## src/rtl/fuzz_stim_driver.sv

```systemverilog
// LFSR-driven stimulus generator and MISR response compactor for the fuzz harness.
// Each step drives clkin_data/in_data for one cycle and samples out_data on the next.
module fuzz_stim_driver #(
  parameter int unsigned NUM_STEPS     = 256,
  parameter int unsigned SETTLE_CYCLES = 2
) (
  input  logic         clk,
  input  logic         rst,
  input  logic         start,
  input  logic [31:0]  seed,
  output logic         busy,
  output logic         done,
  output logic [31:0]  signature,
  output logic [15:0]  step_count,
  output logic [191:0] clkin_data,
  output logic [95:0]  in_data,
  input  logic [95:0]  out_data
);

  localparam logic [2:0] S_IDLE   = 3'd0;
  localparam logic [2:0] S_DRIVE  = 3'd1;
  localparam logic [2:0] S_SAMPLE = 3'd2;
  localparam logic [2:0] S_SETTLE = 3'd3;
  localparam logic [2:0] S_DONE   = 3'd4;

  localparam logic [31:0] LFSR_TAPS = 32'h80200003;
  localparam logic [31:0] IN_MASK   = 32'hA5A5A5A5;

  logic [2:0]  state_q, state_d;
  logic [31:0] lfsr_q, lfsr_d;
  logic [31:0] sig_q, sig_d;
  logic [15:0] step_q, step_d;
  logic [7:0]  settle_q, settle_d;
  logic [5:0]  lanes_q, lanes_d;
  logic [95:0] in_data_q, in_data_d;
  logic [31:0] lfsr_next;

  assign lfsr_next = {1'b0, lfsr_q[31:1]} ^ (lfsr_q[0] ? LFSR_TAPS : 32'h0);

  always_comb begin
    // NOTE: every variable gets a hold default first so no path infers a latch.
    state_d   = state_q;
    lfsr_d    = lfsr_q;
    sig_d     = sig_q;
    step_d    = step_q;
    settle_d  = settle_q;
    lanes_d   = lanes_q;
    in_data_d = in_data_q;
    case (state_q)
      S_IDLE: begin
        if (start) begin
          lfsr_d  = (seed == 32'h0) ? 32'h1 : seed;
          sig_d   = 32'h0;
          step_d  = 16'h0;
          state_d = S_DRIVE;
        end
      end
      S_DRIVE: begin
        lfsr_d    = lfsr_next;
        in_data_d = {~lfsr_next, lfsr_next ^ IN_MASK, lfsr_next};
        // A lane toggles (produces an edge) wherever the new LFSR bit is set.
        lanes_d   = lanes_q ^ lfsr_next[5:0];
        state_d   = S_SAMPLE;
      end
      S_SAMPLE: begin
        sig_d  = {sig_q[30:0], sig_q[31]} ^ out_data[95:64] ^ out_data[63:32] ^ out_data[31:0];
        step_d = step_q + 16'd1;
        if (step_d == 16'(NUM_STEPS)) begin
          settle_d = 8'(SETTLE_CYCLES);
          state_d  = S_SETTLE;
        end else begin
          state_d = S_DRIVE;
        end
      end
      S_SETTLE: begin
        settle_d = settle_q - 8'd1;
        if (settle_q == 8'd1) state_d = S_DONE;
      end
      S_DONE: begin
        lanes_d = '1;
        state_d = S_IDLE;
      end
      default: state_d = S_IDLE;
    endcase
  end

  always_ff @(posedge clk) begin
    // NOTE: sequential state uses non-blocking assignments so all flops update together.
    if (rst) begin
      state_q   <= S_IDLE;
      lfsr_q    <= 32'h1;
      sig_q     <= 32'h0;
      step_q    <= 16'h0;
      settle_q  <= 8'h0;
      lanes_q   <= '1;
      in_data_q <= 96'h0;
    end else begin
      state_q   <= state_d;
      lfsr_q    <= lfsr_d;
      sig_q     <= sig_d;
      step_q    <= step_d;
      settle_q  <= settle_d;
      lanes_q   <= lanes_d;
      in_data_q <= in_data_d;
    end
  end

  always_comb begin
    clkin_data = '0;
    for (int k = 0; k < 6; k++) clkin_data[32*k] = lanes_q[k];
  end

  assign busy       = (state_q == S_DRIVE) || (state_q == S_SAMPLE) || (state_q == S_SETTLE);
  assign done       = (state_q == S_DONE);
  assign signature  = sig_q;
  assign step_count = step_q;
  assign in_data    = in_data_q;

endmodule

```

## config.mk

```make
export PLATFORM = sky130hd
export DESIGN_NAME = fuzz_stim_driver
export DESIGN_NICKNAME = d
export VERILOG_FILES = /design/src/rtl/fuzz_stim_driver.sv
export SDC_FILE = /design/constraint.sdc
export NUM_CORES = 1
export LEC_CHECK = 0
export CORE_AREA = 5 5 179 181
export DETAILED_ROUTE_END_ITERATION = 6
export DIE_AREA = 0 0 184 186
export SLEW_MARGIN = 0
export SYNTH_ARGS = -nofsm -noshare
export SYNTH_HDL_FRONTEND = slang
export SYNTH_SLANG_ARGS = --single-unit
```

## constraint.sdc

```tcl
create_clock -name clk -period 5.66 [get_ports clk]
set_input_delay 1.132 -clock clk [delete_from_list [all_inputs] [get_ports clk]]
set_output_delay 1.132 -clock clk [all_outputs]
set_load 0.01 [all_outputs]
```

# After elaboration in Yosys (flattened, before gate mapping)
# Index checks and enable logic that the tools add are counted.
# totals
ff_bits	193
output_inout_bits	338
# classes
add_sub_neg	2
eq_ne	9
mux	15
bitwise_logic	7
reduce_logical	12
# ops
cell	n
$mux 32	4
$pmux 32 s2	2
$xor 32x32->32	3
$logic_not 32->1	1
$not 32->32	1
$pmux 16 s2	1
$xor 31x32->32	1
$add 16x1->16 const B	1
$eq 16x9->1 const B	1
$mux 16	1
$not 16->16	1
$pmux 8 s2	1
$pmux 3 s4	1
$pmux 6 s2	1
$eq 8x1->1 const B	1
$mux 8	1
$reduce_and 2->1	4
$reduce_bool 2->1	4
$sub 8x1->8 const B	1
$eq 3x2->1 const B	2
$mux 3	2
$ne 2x2->1 const B	3
$xor 6x6->6	1
$eq 3x1->1 const B	1
4 further kinds	5

# Logic depth before layout (Yosys ltp)
# depth
word_depth	4
depth_mapped	8

# Worst setup path after synthesis
# Ideal clock, no wire load.
# synth_timing
path_kind	reg2reg
from	register step_q[0] (netlist: step_count[0])
to	register settle_q[7]
setup_ps	140
t_arrival_ps	2139
setup_slack_ps	3381
stages_incl_launch_ff	6
n_path_buf	0
synth_period_minus_slack_ps	2279
path_cell_list	dfxtp_1 ha_1 nand3_1 or4_4 a2111oi_4 o211ai_1
# synth_between
elab_chain_len	4
# synth_lines
element	line_no	source
start, declared	32	logic [15:0] step_q, step_d;
start signal, assigned	101	step_q <= step_d;
$add 16x1->16	67	step_d = step_q + 16'd1;
$eq 16x9->1	68	if (step_d == 16'(NUM_STEPS)) begin
$ne 2x2->1 (no source line)	-	
$reduce_and 2->1 (no source line)	-	
end signal, assigned	102	settle_q <= settle_d;
end, declared	33	logic [7:0] settle_q, settle_d;
# No other way between the ends.
# A chain may end at the register's enable or synchronous reset.

# Final worst setup path
# layout_timing
from	register state_q[0]
to	output done
# layout_between
elab_chain_len	1
# layout_lines
element	line_no	source
start, declared	29	logic [2:0] state_q, state_d;
start signal, assigned	98	state_q <= state_d;
$eq 3x3->1	114	assign done = (state_q == S_DONE);
end, declared	12	output logic done,
# No other way between the ends.

==> results.py <==
metrics = {
    "outcome": {
        "outcome": "finished clean",
    },
    "pwr": {
        "power-per-cell-area_nw_per_um2": 258,
        "finalPower_w": 0.00303,
        "sequentialPowerShare": 0.411,
        "power_frac_clock": 0.400,
        "netSwitchingFraction": 0.306,
        "internal-power_w": 0.00210,
        "p_leak_nw": 4.47,
        "pwr-share-comb": 0.190,
        "irDropWorstVdd_v": 0.000185,
        "switchingPower_w": 0.000926,
    },
    "sta": {
        "max_freq_mhz": 348,
        "skew_ps": 15.9,
        "finalSetupViolCount": 0,
        "worst_pin_slew_ps": 1040,
        "slew_headroom": 0.308,
        "finalCritPeriodShare": 0.508,
        "finalHoldViolCount": 0,
        "finalCriticalPeriod_ps": 2880,
        "slew_violations": 0,
        "rsz0062_at_grt": "no",
        "tns_ps": 0,
    },
    "layout": {
        "post-route-util": 0.388,
        "nets": 1480,
        "n_fill_cell": 3110,
        "syn_to_final_growth_pct": 31.3,
        "antenna_cells": 0,
        "layout-drive-gt1-share": 0.0390,
        "stdcell_area_um2": 11700,
    },
    "drt": {
        "drt_iter0_markers": 413,
        "routed_wl_um": 26800,
        "firstDrtPassIters": 5,
        "drc": 0,
        "antenna_left": 0,
        "routed_via_density": 4.40,
        "num_vias": 7718,
        "wl_per_cell_um": 15.3,
    },
    "placement": {
        "gp_congestion": 0.826,
        "port_buffers": 282,
        "dpl_cell_area_um2": 11100,
        "hpwlAfterDp_um": 20100,
    },
    "synth": {
        "synth_top_area_share": 0.360,
        "yosysTopAreaCell": "dfxtp_1",
        "synthMuxAreaShare": 0,
        "synth_area_leaders": "dfxtp_1, buf_4, nand2_1",
        "synth_simple_gate_area_frac": 0.194,
        "yosysMostFrequentCell": "buf_4",
        "synth_edf_count": 0,
        "synthesis.area_um2": 8940,
        "postSynthCellCount": 1136,
        "synth_top_family_by_area": "buffers and inverters",
        "synth-main-ff-cell": "dfxtp_1",
        "synthAdderAreaFrac": 0.00560,
        "synth_commonest_cells": "buf_4, nand2_1, dfxtp_1",
        "synth-xor-area-share": 0.107,
        "avgSynthCellArea_um2": 7.87,
        "seq_area_frac_synth": 0.360,
        "synth_compound_area_frac": 0.118,
        "ys_ff_latch": 161,
        "synth_warnings": 0,
        "synth.distinct_cells": 50,
        "synthArstFlopShare": 0,
    },
    "job": {
        "max_cap_violations": 0,
    },
    "critical_path": {
        "crit_type": "register to output pin",
        "worstSetupStartpointType": "register",
        "required_ps": 4530,
        "cp_max_fo": 9,
        "cp-end-kind": "output pin",
        "arrival_ps": 1740,
    },
    "clock_network": {
        "cts_setup_buffers": 0,
        "clkSlewWorstSetupHoldPaths_ps": 70,
        "clockBufferDepth": 2,
        "cts_tree": "built",
        "root_buffer": "clkbuf_16",
        "cts_num_sinks": 161,
        "cts_buffers": 17,
        "post_cts_resized": 0,
        "cts_hold_buffers": 0,
        "h-tree-depth": 4,
        "clk-insertion-delay-late_ps": 430,
    },
    "floorplan": {
        "die-area_um2": 34200,
        "dieWidth_um": 184,
        "die_h_um": 186,
        "rows": 64,
        "core_um2": 30300,
        "io_pins": 469,
        "initial_core_util": 0.295,
    },
    "worst_hold_path": {
        "min_path_type": "register to register",
    },
    "global_route": {
        "grt_antenna_before_repair": 0,
        "grt_pass1_wl_um": 39800,
        "grt_overflow_total": 0,
        "grt_max_degree": 97,
        "track_usage": 0.146,
        "grt_pass1_vias": 7327,
    },
}
-- power groups by stage --
stage	clock network [W]	registers [W]	logic [W]
floorplan	0	0.00127	0.000408
global placement	0	0.00127	0.000571
detailed placement	0	0.00127	0.000577
CTS	0.00125	0.00124	0.000579
global route	0.00129	0.00125	0.000632
finish	0.00121	0.00124	0.000575
-- flip-flops by register name, summed over array words and instances (netlist names) --
signal and flops:
in_data 64, lfsr_q 32, signature 32, step_count 16, settle_q 8, lanes_q 6, state_q 3
-- final timing paths --
path | startpoint | to | slack, ps | depth (start not counted)
setup / recovery | state_q[0]$_SDFFE_PP0P_ | done | 2780 | 3
hold / removal | in_data[23]$_SDFFE_PP0P_ | in_data[23]$_SDFFE_PP0P_ | 460 | 2
setup reg to reg | step_count[4]$_SDFFE_PP0P_ | settle_q[2]$_SDFFE_PP0P_ | 2860 | 5
hold reg to reg | in_data[23]$_SDFFE_PP0P_ | in_data[23]$_SDFFE_PP0P_ | 460 | 2
-- placed cells by master (no fill, tap or decap), types with 9 or more instances in the layout --
master / synthesis / routed
xor2_1: 39 / 39
clkbuf_16: 0 / 17
dfxtp_1: 161 / 161
nor3_1: 12 / 12
nand3_1: 42 / 42
nor2_1: 97 / 96
clkdlybuf4s50_1: 0 / 281
nand2_1: 180 / 178
a31oi_1: 35 / 35
nor4_1: 9 / 9
a21oi_1: 115 / 115
o21ai_0: 17 / 17
xnor2_1: 70 / 70
conb_1: 1 / 186
-- critical path, cell delays in order, from the launching register on --
cell	delay, ps
dfxtp_1	540
nor2_1	110
and2_1	190
clkdlybuf4s50_1	480
-- cell type report --
cell class | count | area [um2] | share of cell area
Inverter | 4 | 15.0 | 0.00128
Sequential cell | 161 | 3220 | 0.275
Multi-Input combinational cell | 873 | 4520 | 0.385
Timing Repair Buffer | 288 | 2870 | 0.244
Clock buffer | 17 | 425 | 0.0362
Clock inverter | 15 | 191 | 0.0163
Tap cell | 396 | 495 | 0.0422
-- metrics by stage --
step / hold slack [ps] / cells / worst slack (ps)
6_report: 457 / 1754 / 2780
5_1_grt: 485 / 1754 / 2680
4_1_cts: 458 / 1754 / 2740
3_5_place_dp: 447 / 1722 / 2440
3_3_place_gp: 444 / 1722 / 2440
2_1_floorplan: 458 / 1321 / 3380
-- kinds of logic after synthesis --
logic type	after synthesis
xor+xnor	109
buf+inv	287
fa+ha+maj	4
simple gates	388
flops	161
compound gates	186
other cells	1
-- routing by layer --
metal | part of all wire | GRT usage | vias to the layer above
met2 | 0.50 | 0.255 | 340
li1 | - | - | 3788
met1 | 0.40 | 0.179 | 3564
met3 | 0.077 | 0.0315 | 26
met4 | 0.019 | 0.0467 | 0
met5 | 0 | 0 | -
(Power assumes the default switching activity.)
